$ cat src/rtl/span_pkg.sv
// Shared span record layout and rasterizer state encoding.
// Also imported by the triangle scan stage so both ends agree on field positions.
package span_pkg;

  localparam int X_W    = 11;
  localparam int Y_W    = 9;
  localparam int REC_W  = 31;
  localparam int XL_LSB = 0;
  localparam int XR_LSB = 11;
  localparam int Y_LSB  = 22;

  typedef enum logic {
    IDLE = 1'b0,
    EMIT = 1'b1
  } state_t;

endpackage

$ cat src/rtl/span_unpack.sv
// Combinational decode of one span record: field split, drop test and right-edge clamp.
module span_unpack
  import span_pkg::*;
(
  input  logic [REC_W-1:0] span_data,
  input  logic [X_W-1:0]   x_max,
  input  logic [Y_W-1:0]   y_max,
  output logic [X_W-1:0]   xl,
  output logic [X_W-1:0]   xe,
  output logic [Y_W-1:0]   y,
  output logic             drop
);

  logic [X_W-1:0] xr;

  assign xl = span_data[XL_LSB +: X_W];
  assign xr = span_data[XR_LSB +: X_W];
  assign y  = span_data[Y_LSB +: Y_W];

  assign drop = (xl > xr) || (xl > x_max) || (y > y_max);
  assign xe   = (xr > x_max) ? x_max : xr;

endmodule

$ cat src/rtl/span_rasterizer.sv
// Expands accepted span records into a backpressured stream of pixel coordinates,
// chaining the next record on the final-pixel handshake so consecutive spans have no bubble.
module span_rasterizer
  import span_pkg::*;
#(
  parameter int X_MAX = 1505,
  parameter int Y_MAX = 480
) (
  input  logic             CLOCK_50,
  input  logic             RESET,
  input  logic             span_valid,
  output logic             span_ready,
  input  logic [REC_W-1:0] span_data,
  input  logic             span_last,
  output logic             pix_valid,
  input  logic             pix_ready,
  output logic [X_W-1:0]   pix_x,
  output logic [Y_W-1:0]   pix_y,
  output logic             pix_eos,
  output logic             frame_done,
  output logic             busy,
  output logic [15:0]      span_count,
  output logic [7:0]       drop_count
);

  localparam logic [X_W-1:0] X_MAX_L = X_W'(X_MAX);
  localparam logic [Y_W-1:0] Y_MAX_L = Y_W'(Y_MAX);

  state_t         state, state_n;
  logic [X_W-1:0] x_q, xe_q;
  logic [Y_W-1:0] y_q;
  logic           last_q;

  logic [X_W-1:0] u_xl, u_xe;
  logic [Y_W-1:0] u_y;
  logic           u_drop;

  logic at_end, final_hs, accept, load, advance, drop_inc, done_n;

  span_unpack u_unpack (
    .span_data (span_data),
    .x_max     (X_MAX_L),
    .y_max     (Y_MAX_L),
    .xl        (u_xl),
    .xe        (u_xe),
    .y         (u_y),
    .drop      (u_drop)
  );

  assign at_end     = (x_q == xe_q);
  assign final_hs   = (state == EMIT) && pix_ready && at_end;
  assign span_ready = (state == IDLE) || final_hs;
  assign accept     = span_valid && span_ready;
  assign drop_inc   = accept && u_drop;
  // Held-span and chained-drop completions in one cycle merge into a single pulse.
  assign done_n     = (drop_inc && span_last) || (final_hs && last_q);

  assign pix_valid = (state == EMIT);
  assign pix_x     = x_q;
  assign pix_y     = y_q;
  assign pix_eos   = (state == EMIT) && at_end;
  assign busy      = (state != IDLE);

  always_comb begin
    state_n = state;
    load    = 1'b0;
    advance = 1'b0;
    case (state)
      IDLE: begin
        if (accept && !u_drop) begin
          load    = 1'b1;
          state_n = EMIT;
        end
      end
      EMIT: begin
        if (pix_ready) begin
          if (at_end) begin
            if (accept && !u_drop) load = 1'b1;
            else                   state_n = IDLE;
          end else begin
            advance = 1'b1;
          end
        end
      end
      default: state_n = IDLE;
    endcase
  end

  always_ff @(posedge CLOCK_50) begin
    if (RESET) begin
      state      <= IDLE;
      x_q        <= '0;
      xe_q       <= '0;
      y_q        <= '0;
      last_q     <= 1'b0;
      frame_done <= 1'b0;
      span_count <= '0;
      drop_count <= '0;
    end else begin
      state      <= state_n;
      frame_done <= done_n;
      if (load) begin
        x_q    <= u_xl;
        xe_q   <= u_xe;
        y_q    <= u_y;
        last_q <= span_last;
      end else if (advance) begin
        x_q <= x_q + 1'b1;
      end
      if (final_hs) span_count <= span_count + 16'd1;
      if (drop_inc && (drop_count != 8'hFF)) drop_count <= drop_count + 8'd1;
    end
  end

endmodule
$ cat config.mk
export PLATFORM = sky130hd
export DESIGN_NAME = span_rasterizer
export DESIGN_NICKNAME = d
export VERILOG_FILES = /design/src/rtl/span_pkg.sv /design/src/rtl/span_unpack.sv /design/src/rtl/span_rasterizer.sv
export SDC_FILE = /design/constraint.sdc
export NUM_CORES = 1
export LEC_CHECK = 0
export CORE_MARGIN = 10
export CORE_UTILIZATION = 30
export CTS_CLUSTER_DIAMETER = 30
export DETAILED_ROUTE_END_ITERATION = 16
export DONT_BUFFER_PORTS = 1
export GPL_ROUTABILITY_DRIVEN = 1
export PLACE_DENSITY = 0.52
export REMOVE_ABC_BUFFERS = 1
export SLEW_MARGIN = 15
export SYNTH_ARGS = -nofsm -noshare
export SYNTH_HDL_FRONTEND = slang
export SYNTH_SLANG_ARGS = --single-unit
$ cat constraint.sdc
create_clock -name CLOCK_50 -period 7.6 [get_ports CLOCK_50]
set_input_delay 2.28 -clock CLOCK_50 [delete_from_list [all_inputs] [get_ports CLOCK_50]]
set_output_delay 2.28 -clock CLOCK_50 [all_outputs]
set_load 0.01 [all_outputs]
======== Word level (Yosys, flattened, before mapping) ========
Index checks and enable logic that the tools add are counted.
Widths: inputs -> output; s select.
operators by class
  add/subtract/negate cells ............... 3
  bitwise logic cells ..................... 1
  equal/unequal tests ..................... 2
  multiplexer cells ....................... 13
  $lt $le $gt $ge ......................... 4
  reductions and logical operators ........ 15
operators by type and width
  cell                   count
  $mux 11                3
  $gt 11x11->1 const B   2
  $add 16x1->16 const B  1
  $add 11x1->11 const B  1
  $eq 11x11->1           1
  $gt 11x11->1           1
  $gt 9x9->1 const B     1
  $logic_and 1x1->1      9
  $add 8x1->8 const B    1
  $mux 1                 8
  $ne 8x8->1 const B     1
  $logic_or 1x1->1       4
  $pmux 1 s2             2
  $reduce_bool 2->1      1
  $logic_not 1->1        1
  $not 1->1              1
word-level totals
  input bits .............................. 36
  bits in registers ....................... 58

======== Depth between registers and ports, before layout ========
  word-level depth ........................ 10
  gate-level depth with buffers ........... 10
  depth with buffers taken out ............ 8

======== Cells and area by module ========
A second synthesis with hierarchy kept.
second synthesis, totals
  cells, all modules ...................... 536
  area total of the unflattened synthesis .. 4,269.1 µm²
modules (own cells, without submodules)
  module           times used  area each (µm²)  cells an instance
  span_rasterizer  1           2,966.6          366
  span_unpack      1           1,302.5          170

======== Worst setup path after synthesis ========
Ideal clock, no wire load.
  path kind ............................... input to output
  start ................................... input pix_ready
  end ..................................... output span_ready
  required time ........................... 5.320 ns
  stages on the path ...................... 2
  path slack .............................. 2.675 ns
  arrival ................................. 2.645 ns
  cell sequence ........................... inv_1 > o21ai_0
on the way
  longest elaborated chain between the ends .. 3
ends and longest elaborated chain
  element                          line                   text
  start: declaration               span_rasterizer.sv:16  input logic pix_ready,
  $logic_and 1x1->1 (2 in series)  span_rasterizer.sv:51  assign final_hs = (state == EMIT) && pix_ready && at_end;
  $logic_or 1x1->1                 span_rasterizer.sv:52  assign span_ready = (state == IDLE) || final_hs;
  end: declaration                 span_rasterizer.sv:12  output logic span_ready,
No other way between the ends.

======== Worst setup path after layout ========
Ends and elaborated chain as after synthesis.

==> impl_metrics.json <==
{
  "p_leak_uw": 0.00127,
  "setup_tns_ns": 0,
  "design.core.area_mm2": 0.0104,
  "hold_buffers": 0,
  "multi_input_area_mm2": 0.00191,
  "ys_seq_area_share_pct": 35.9,
  "finClkSkew_ns": 0.0158,
  "drv_cap": 0,
  "cpPeakStageDelay_ns": 0.47,
  "tightest_slew_ns": 1.01,
  "synth_seq_cells": 58,
  "grt_pass1_wl_mm": 14.9,
  "io_buffers": 0,
  "path_cells": "inv_1 -> o21ai_0",
  "initial_core_util_pct": 31.1,
  "routedWlPerCell_um": 18.2,
  "cts_tree": "done",
  "period_needed_ns": 5.06,
  "nFillCells": 1121,
  "cts_sinks": 58,
  "htreeDepth": 3,
  "regArea_mm2": 0.00116,
  "synth_cells": 390,
  "die-area_mm2": 0.0153,
  "grt_max_degree": 67,
  "drtIter0Drc": 240,
  "num_vias": 2894,
  "syn-cell-area_mm2": 0.00324,
  "clk_latency_ns": 0.35,
  "crit_family": "compound AO/OA/AOI/OAI gates",
  "overflow": 0,
  "arrival_ns": 2.78,
  "crit_buf_inv": 1,
  "clk_pin_slew_ns": 0.07,
  "antenna_found_initial": 0,
  "setup_violations": 0,
  "rows": 37,
  "ys.flop_type": "dfxtp_1",
  "layout-drive-gt1-share_pct": 10.1,
  "track_usage_pct": 12.5,
  "rsz0062_at_grt": "no",
  "fin_nets": 433,
  "area_growth_pct": 8.82,
  "yosysTopAreaCell": "dfxtp_1",
  "critPathCaptureType": "output port",
  "clock.fmax_mhz": 198,
  "start_kind": "input pin",
  "hpwl_mm": 6.90,
  "synth_area_leaders": "dfxtp_1 (36%), a21oi_1 (5.9%), ha_1 (5.4%)",
  "final-hold-violation-count": 0,
  "clock_path_buffers": 2,
  "postCtsSetupRepairBufs": 0,
  "criticalPathCategory": "input pin to output port",
  "routabilityCongestion": 0.795,
  "yosys_warnings": 0,
  "first_global_vias": 2840,
  "crit_fanout": 3,
  "die_width_um": 124,
  "drt_first_pass_iters": 4,
  "cts_root_buf": "clkbuf_8",
  "layout_common_cells": "dfxtp_1 (58), a21oi_1 (38), nand3_1 (29)",
  "slew_violations": 0,
  "drc": 0,
  "cpMaxStageDelayCell": "o21ai_0",
  "p_per_area_mw_per_mm2": 211,
  "viasPerCell": 5.52,
  "layout_commonest_cell": "dfxtp_1",
  "status": "finished, final reports clean",
  "ios": 85,
  "ir_drop_v": 0.0000638,
  "diodes": 0,
  "synth-edff-count": 0,
  "worstHoldPathType": "register to register",
  "chipHeight_um": 124,
  "final_util_pct": 33.8,
  "ant_nets": 0,
  "synth_top_area_share_pct": 35.9,
  "cts_resized": 0,
  "wl_mm": 9.54,
  "tritoncts.num_buffers": 9,
  "avgSynthCellArea_um2": 8.30,
  "async_flop_share_pct": 0,
  "fin_crit_sh_pct": 66.6,
  "synth_cell_types": 48,
  "slew_headroom_pct": 30.9,
  "required_ns": 5.32
}
[area by class of cell]
class | instances | share of cell area [%]
Timing Repair Buffer | 5 | 1.07
Inverter | 18 | 1.92
Clock inverter | 6 | 1.21
Multi-Input combinational cell | 291 | 54.4
Sequential cell | 58 | 33.0
Tap cell | 136 | 4.83
Clock buffer | 10 | 3.62
[cells by family (layout without fill, tap and decap cells)]
kind of cell	Yosys count	count (layout)	synth area share, %
compound gates	92	92	17.3
xor+xnor	27	27	7.31
fa+ha+maj	14	14	5.41
buf+inv	41	39	5.76
flops	58	58	35.9
mux	8	8	2.75
simple gates	150	150	25.6
[per-stage QoR]
| stage | hold slack (ns) | area, um2 | power [uW] | setup slack [ns] | cells |
|---|---|---|---|---|---|
| CTS | 0.469 | 3520 | 756 | 2.51 | 524 |
| floorplan | 0.447 | 3120 | 444 | 2.28 | 367 |
| detailed placement | 0.460 | 3350 | 493 | 2.50 | 508 |
| global placement | 0.453 | 3350 | 491 | 2.52 | 508 |
| finish | 0.470 | 3520 | 744 | 2.54 | 524 |
| global route | 0.505 | 3520 | 792 | 2.49 | 524 |
[state kept, by name, summed over array words and instances (netlist names)]
signal / cells
drop_count: 8
pix_x: 11
pix_y: 9
busy: 1
frame_done: 1
span_count: 16
xe_q: 11
last_q: 1
[power by group]
group / internal [uW] / total, uW / switching [uW]
Clock: 119 / 260 / 141
Combinational: 47.9 / 131 / 82.9
Sequential: 323 / 353 / 30.4
Total: 490 / 744 / 254
[routing by layer]
layer	share of wire (%)	vias up	GRT usage, %
li1	-	1422	-
met1	41	1379	14.1
met2	47	83	19.9
met3	10	10	6.24
met4	1.6	0	4.59
met5	0	-	0
[synthesized netlist by cell type (2+ instances only)]
master     n
nand3_1   29
or2_2      2
xor2_1    17
nor4_2     2
a31o_2     3
o31ai_1    4
a31oi_1    3
or4_1      3
nor2_1    28
inv_1     18
and2_1     2
a21oi_1   38
mux2_1     2
nor3_1    12
nor2b_1    7
dfxtp_1   58
ha_1      14
buf_4      3
a21o_1     2
a311oi_1   4
xnor2_1   10
buf_6      2
clkbuf_1  13
o21ai_0   20
nand2b_1   2
and3_1     8
and4_1     3
mux2_2     5
a211oi_1   9
buf_2      5
nor4_1     6
or3_1      3
nand4_1   20
o221ai_1   3
nand2_1   17
[final timing paths]
| kind | from | endpoint | slack (ns) | cells after the start |
|---|---|---|---|---|
| max reg2reg | pix_x[7] | drop_count[3] | 4.99 | 8 |
| min | last_q | last_q | 0.47 | 2 |
| min reg2reg | last_q | last_q | 0.47 | 2 |
| max | pix_ready | span_ready | 2.54 | 2 |
No activity file was read; power rests on OpenSTA's default activity.
